**src/rtl/inst_micro_tlb.sv**
```systemverilog
// Fully-associative instruction micro-TLB: one-cycle hit path, refill from the
// shared main TLB on miss, round-robin replacement, flush on TLB write/ASID change.
module inst_micro_tlb #(
    parameter int ENTRIES   = 4,
    parameter int ADDR_W    = 32,
    parameter int PAGE_BITS = 12
) (
    input  logic                        clk,
    input  logic                        rst,
    input  logic                        req_valid,
    input  logic [ADDR_W-1:0]           req_va,
    output logic                        req_ready,
    input  logic                        cancel,
    input  logic                        flush,
    output logic                        resp_valid,
    output logic [ADDR_W-1:0]           resp_va,
    output logic [ADDR_W-1:0]           resp_pa,
    output logic                        resp_cached,
    output logic                        resp_miss,
    output logic                        resp_invalid,
    output logic                        resp_error,
    output logic                        mtlb_req,
    output logic [ADDR_W-1:0]           mtlb_va,
    input  logic                        mtlb_ack,
    input  logic                        mtlb_hit,
    input  logic                        mtlb_valid,
    input  logic                        mtlb_error,
    input  logic                        mtlb_cached,
    input  logic [ADDR_W-PAGE_BITS-1:0] mtlb_pfn,
    output logic [1:0]                  dbg_state
);

    localparam int VPN_W = ADDR_W - PAGE_BITS;
    localparam int IDX_W = $clog2(ENTRIES);

    localparam logic [1:0] ST_IDLE   = 2'd0;
    localparam logic [1:0] ST_REFILL = 2'd1;
    localparam logic [1:0] ST_RESP   = 2'd2;

    logic [1:0]          state, state_n;
    logic                s1_valid;
    logic [ADDR_W-1:0]   s1_va;
    logic                stale;
    logic                redo;
    logic [IDX_W-1:0]    rr_ptr;

    logic [ENTRIES-1:0]  ent_v;
    logic [VPN_W-1:0]    ent_vpn [ENTRIES];
    logic [VPN_W-1:0]    ent_pfn [ENTRIES];
    logic                ent_c   [ENTRIES];

    logic [VPN_W-1:0]    cap_pfn;
    logic                cap_cached, cap_miss, cap_inv, cap_err;

    logic                hit_any, s1_hit, hit_c;
    logic [VPN_W-1:0]    hit_pfn;
    logic                resp_hit, resp_cap;
    logic                mt_good, ack_live, drop_ack, fill_en, capture_en;
    logic                cap_fault;

    // At most one entry can match, so OR-reducing the matching lanes is a mux.
    always_comb begin
        hit_any = 1'b0;
        hit_pfn = '0;
        hit_c   = 1'b0;
        for (int i = 0; i < ENTRIES; i++) begin
            if (ent_v[i] && ent_vpn[i] == s1_va[ADDR_W-1:PAGE_BITS]) begin
                hit_any = 1'b1;
                hit_pfn = hit_pfn | ent_pfn[i];
                hit_c   = hit_c | ent_c[i];
            end
        end
    end

    assign s1_hit = s1_valid & hit_any;

    // Handshake: a request transfers on a clock edge where req_valid & req_ready;
    // a response is a single-cycle resp_valid pulse with no back-pressure;
    // mtlb_req stays high with a stable mtlb_va until the cycle mtlb_ack is seen.
    always_comb begin
        req_ready = 1'b0;
        resp_hit  = 1'b0;
        resp_cap  = 1'b0;
        state_n   = state;
        case (state)
            ST_IDLE: begin
                req_ready = (!s1_valid | s1_hit) & !flush & !cancel;
                if (s1_valid && !cancel) begin
                    if (s1_hit) resp_hit = !flush;
                    else        state_n  = ST_REFILL;
                end
            end
            ST_REFILL: begin
                if (mtlb_ack) begin
                    if (stale || cancel)      state_n = ST_IDLE;
                    else if (!(flush || redo)) state_n = ST_RESP;
                end
            end
            ST_RESP: begin
                req_ready = !flush & !cancel;
                resp_cap  = !flush & !cancel;
                state_n   = ST_IDLE;
            end
            default: state_n = ST_IDLE;
        endcase
    end

    assign mt_good    = mtlb_hit & mtlb_valid & !mtlb_error;
    assign ack_live   = (state == ST_REFILL) & mtlb_ack;
    // An ack that overlaps or follows a flush belongs to stale main-TLB contents.
    assign drop_ack   = flush | redo;
    assign fill_en    = ack_live & !drop_ack & mt_good;
    assign capture_en = ack_live & !drop_ack & !stale & !cancel;

    always_ff @(posedge clk) begin
        if (rst) begin
            state    <= ST_IDLE;
            s1_valid <= 1'b0;
            s1_va    <= '0;
            stale    <= 1'b0;
            redo     <= 1'b0;
        end else begin
            state <= state_n;
            if (req_valid && req_ready) begin
                s1_valid <= 1'b1;
                s1_va    <= req_va;
            end else if (cancel || resp_hit || resp_cap) begin
                s1_valid <= 1'b0;
            end
            if (state_n != ST_REFILL)     stale <= 1'b0;
            else if (state == ST_REFILL && cancel) stale <= 1'b1;
            if (state_n != ST_REFILL)     redo <= 1'b0;
            else if (ack_live)            redo <= 1'b0;
            else if (state == ST_REFILL && flush) redo <= 1'b1;
        end
    end

    always_ff @(posedge clk) begin
        if (rst || flush) begin
            ent_v  <= '0;
            rr_ptr <= '0;
        end else if (fill_en) begin
            ent_v[rr_ptr] <= 1'b1;
            rr_ptr        <= rr_ptr + IDX_W'(1);
        end
    end

    always_ff @(posedge clk) begin
        if (fill_en) begin
            ent_vpn[rr_ptr] <= s1_va[ADDR_W-1:PAGE_BITS];
            ent_pfn[rr_ptr] <= mtlb_pfn;
            ent_c[rr_ptr]   <= mtlb_cached;
        end
    end

    always_ff @(posedge clk) begin
        if (rst) begin
            cap_pfn    <= '0;
            cap_cached <= 1'b0;
            cap_miss   <= 1'b0;
            cap_inv    <= 1'b0;
            cap_err    <= 1'b0;
        end else if (capture_en) begin
            cap_pfn    <= mt_good ? mtlb_pfn : '0;
            cap_cached <= mt_good & mtlb_cached;
            cap_err    <= mtlb_error;
            cap_miss   <= !mtlb_error & !mtlb_hit;
            cap_inv    <= !mtlb_error & mtlb_hit & !mtlb_valid;
        end
    end

    assign cap_fault = cap_err | cap_miss | cap_inv;

    always_comb begin
        resp_valid   = resp_hit | resp_cap;
        resp_va      = '0;
        resp_pa      = '0;
        resp_cached  = 1'b0;
        resp_miss    = 1'b0;
        resp_invalid = 1'b0;
        resp_error   = 1'b0;
        if (resp_hit) begin
            resp_va     = s1_va;
            resp_pa     = {hit_pfn, s1_va[PAGE_BITS-1:0]};
            resp_cached = hit_c;
        end else if (resp_cap) begin
            resp_va      = s1_va;
            resp_pa      = cap_fault ? '0 : {cap_pfn, s1_va[PAGE_BITS-1:0]};
            resp_cached  = cap_cached;
            resp_miss    = cap_miss;
            resp_invalid = cap_inv;
            resp_error   = cap_err;
        end
    end

    assign mtlb_req  = (state == ST_REFILL);
    assign mtlb_va   = mtlb_req ? s1_va : '0;
    assign dbg_state = state;

endmodule

```
**config.mk**
```make
export PLATFORM = sky130hd
export DESIGN_NAME = inst_micro_tlb
export DESIGN_NICKNAME = d
export VERILOG_FILES = /design/src/rtl/inst_micro_tlb.sv
export SDC_FILE = /design/constraint.sdc
export NUM_CORES = 1
export LEC_CHECK = 0
export ABC_AREA = 1
export BUFFER_PORTS_ARGS = -buffer_cell sky130_fd_sc_hd__buf_2
export CORE_MARGIN = 2
export CORE_UTILIZATION = 50
export CTS_BUF_LIST = sky130_fd_sc_hd__clkbuf_4 sky130_fd_sc_hd__clkbuf_8
export DETAILED_ROUTE_END_ITERATION = 6
export PLACE_DENSITY_LB_ADDON = 0.12
export SLEW_MARGIN = 25
export SYNTH_ARGS = -nofsm -noshare
export SYNTH_HDL_FRONTEND = slang
export SYNTH_SLANG_ARGS = --single-unit
```
**constraint.sdc**
```tcl
create_clock -name clk -period 3.8 [get_ports clk]
set_input_delay 0.76 -clock clk [delete_from_list [all_inputs] [get_ports clk]]
set_output_delay 0.76 -clock clk [all_outputs]
set_load 0.02 [all_outputs]
```
==> impl_metrics.yaml <==
outcome:
  status: "complete, no violations"
cells_and_area:
  syn_to_final_growth_pct: 19.3
  final_cells: 1753
  layout-drive-gt1-share: 0.209
  postLayoutCoreUtil: 0.605
  nNetsFinal: 1513
sta:
  holdWs_ns: 0.457
  final_max_slew_viol_count: 0
  worstMarginPinSlew_ns: 0.672
  setup_viol: 0
  hold_violations: 0
  worst_slack_ns: 0.212
  fin_worst_skew_ns: 0.0198
  max_freq_mhz: 279
  fin_crit_sh: 0.944
  max_slew_margin: 0.552
  period_needed_ns: 3.59
clock_tree:
  clk_path_buf_depth: 3
  cts.sinks: 231
  cts_hold_buf: 0
  path_clk_slew_ns: 0.06
  clk_latency_ns: 0.54
  numCtsBuffers: 39
  clockRootBuffer: "clkbuf_8"
  cts_tree: "built"
  cts-htree-levels: 2
die:
  fp-row-count: 53
  die_w_um: 150
  initial_core_util: 0.507
  core_area_um2: 20900
  dieArea_um2: 22400
  io_pins: 167
  die_y_um: 150
job:
  maxCapViolCount: 0
global_route:
  grt_pass1_wl_mm: 44.0
  track_usage: 0.256
  grt_pass1_vias: 8260
  grt_max_degree: 43
  grt.overflow.total: 0
  antenna_found_initial: 5
drt:
  wirelength_mm: 27.9
  wl_per_cell_um: 15.9
  drt_iter0_markers: 620
  vias_per_cell: 4.92
  top_layer_used: "met5"
  dr.pass1.iters: 5
  route.met3.wl_mm: 2.36
  drc_errors: 0
  dr_wl_met2_mm: 12.2
  drt.antenna.violating_nets: 0
  vias: 8622
  met1Wirelength_mm: 12.7
critical_path:
  crit_cells: 13
  critPathMaxStageDelay_ns: 0.41
  worstPathBufferInverterCount: 5
  worstPathCellList: "inv_2, or2_2, o211ai_1, nor2_1, nand3_1, nand2_1, o21ai_1, inv_2, nor2_4, buf_4, buf_4, nor2_1, buf_2"
  worst_path_max_delay_cell: "dfxtp_1"
  reg2reg_depth: 9
  crit_family: "simple AND/OR/NAND/NOR gates"
  cp_max_fo: 15
  required_ns: 3.04
  cp-start-kind: "register"
  arrival_ns: 2.83
  critPathCaptureType: "output pin"
  path_class: "reg2out"
placed_design:
  dp.cells: 1678
  place.port_buffers: 166
  dp_slack_ns: 0.623
  dp_hpwl_mm: 18.5
  place.gp.congestion: 0.853
logic_synthesis:
  yosysTopAreaCell: "edfxtp_1"
  synth_nets: 1323
  ys_seq_area_frac: 0.591
  synth-edff-count: 164
  yosysWarnings: 0
  synth.distinct_cells: 32
  synth_most_common_cell: "nand2_1"
  synthArstFlopShare: 0
  synth-seq-cells: 231
  post_synth.cell_area_avg_um2: 8.43
  yosys-top-cells-count: "nand2_1 (355), inv_1 (243), nor2_1 (176)"
  synthCells: 1257
  syn-cell-area_um2: 10600
  synthFlopType: "edfxtp_1"
  yosysTopAreaCellShare: 0.465
  yosys-top-cells-area: "edfxtp_1 (46%), dfxtp_1 (13%), nand2_1 (13%)"
power_and_ir_drop:
  power_density_nw_per_um2: 412
  vdd_drop_max_uv: 222
  power_uw: 5200
  p_leak_uw: 0.00606
hold_path:
  hp-class: "in2reg"
  worstHoldPathCells: 1
layout by cell type (no fill, tap or decap), types with 15 or more instances in the layout:
master | synthesis | routed
nand2_1 | 355 | 355
inv_1 | 243 | 237
nor2_1 | 176 | 175
buf_2 | 13 | 166
edfxtp_1 | 164 | 164
dfxtp_1 | 67 | 51
clkbuf_8 | 0 | 45
o22ai_1 | 42 | 42
nand4_1 | 33 | 33
o21ai_0 | 31 | 31
a21oi_1 | 26 | 26
inv_2 | 20 | 24
buf_4 | 3 | 23
nand3_1 | 16 | 16
clkbuf_4 | 0 | 16
dfxtp_2 | 0 | 15
sequential cells by signal, indices dropped and copies added, names as in the netlist, 2 cells and up:
signal,count
ent_pfn,80
ent_vpn,80
s1_va,32
cap_pfn,20
ent_c,4
ent_v,4
dbg_state,2
rr_ptr,2
worst paths after layout:
kind                     start             to  slack (ns)
setup / recovery     s1_va[14]    resp_va[31]        0.21
hold / removal     mtlb_pfn[2]  ent_pfn[1][2]        0.46
hold reg to reg          stale          stale        0.46
setup reg to reg  dbg_state[0]  ent_pfn[1][5]        1.35
worst reg2reg max path: stages (launching register included):
cell and delay [ns]:
dfxtp_1 0.42, inv_1 0.08, nor2_1 0.27, nand2_1 0.11, nor2_1 0.10, inv_1 0.05
nor2_1 0.29, nand2_1 0.11, inv_2 0.42, buf_12 0.28
repair_timing:
item                                    in CTS  in global routing
setup buffers                                0                  3
endpoints found under the setup margin       0                 56
gates resized for setup                      0                 20
report_power, final:
group	switching [uW]	leakage [uW]	internal, uW
sequential	30.1	0.00204	2710
combinational	170	0.00360	80.9
clock	972	0.000415	1240
through the flow:
| step | instance area, um^2 | setup TNS (ns) |
|---|---|---|
| CTS | 12600 | 0 |
| finish | 12600 | 0 |
| global route | 12600 | -0.00189 |
| detailed placement | 11800 | 0 |
| global placement | 11800 | 0 |
| floorplan | 10600 | 0 |
cell families after synthesis:
logic type / synth area share
and+or+nand+nor: 0.224
buffers and inverters: 0.111
AOI/OAI and AO/OA: 0.0605
DFF: 0.591
xor gates and xnor gates: 0.00827
adders and majority gates: 0.00472
area by class of cell:
cell class              count  area [um^2]
fillers                  1924         8250
flip-flops and latches    231         6290
multi-input cells         719         3160
repair buffers            192         1060
inverters                 264          995
clock buffers              61          739
well taps                 275          344
clock inverters             9         43.8
diodes                      2         5.00
metal layers:
metal	up-vias	track usage
li1	4301	-
met1	3947	0.362
met2	320	0.391
met3	48	0.0607
met4	6	0.0814
met5	-	0
(Power assumes the default switching activity.)
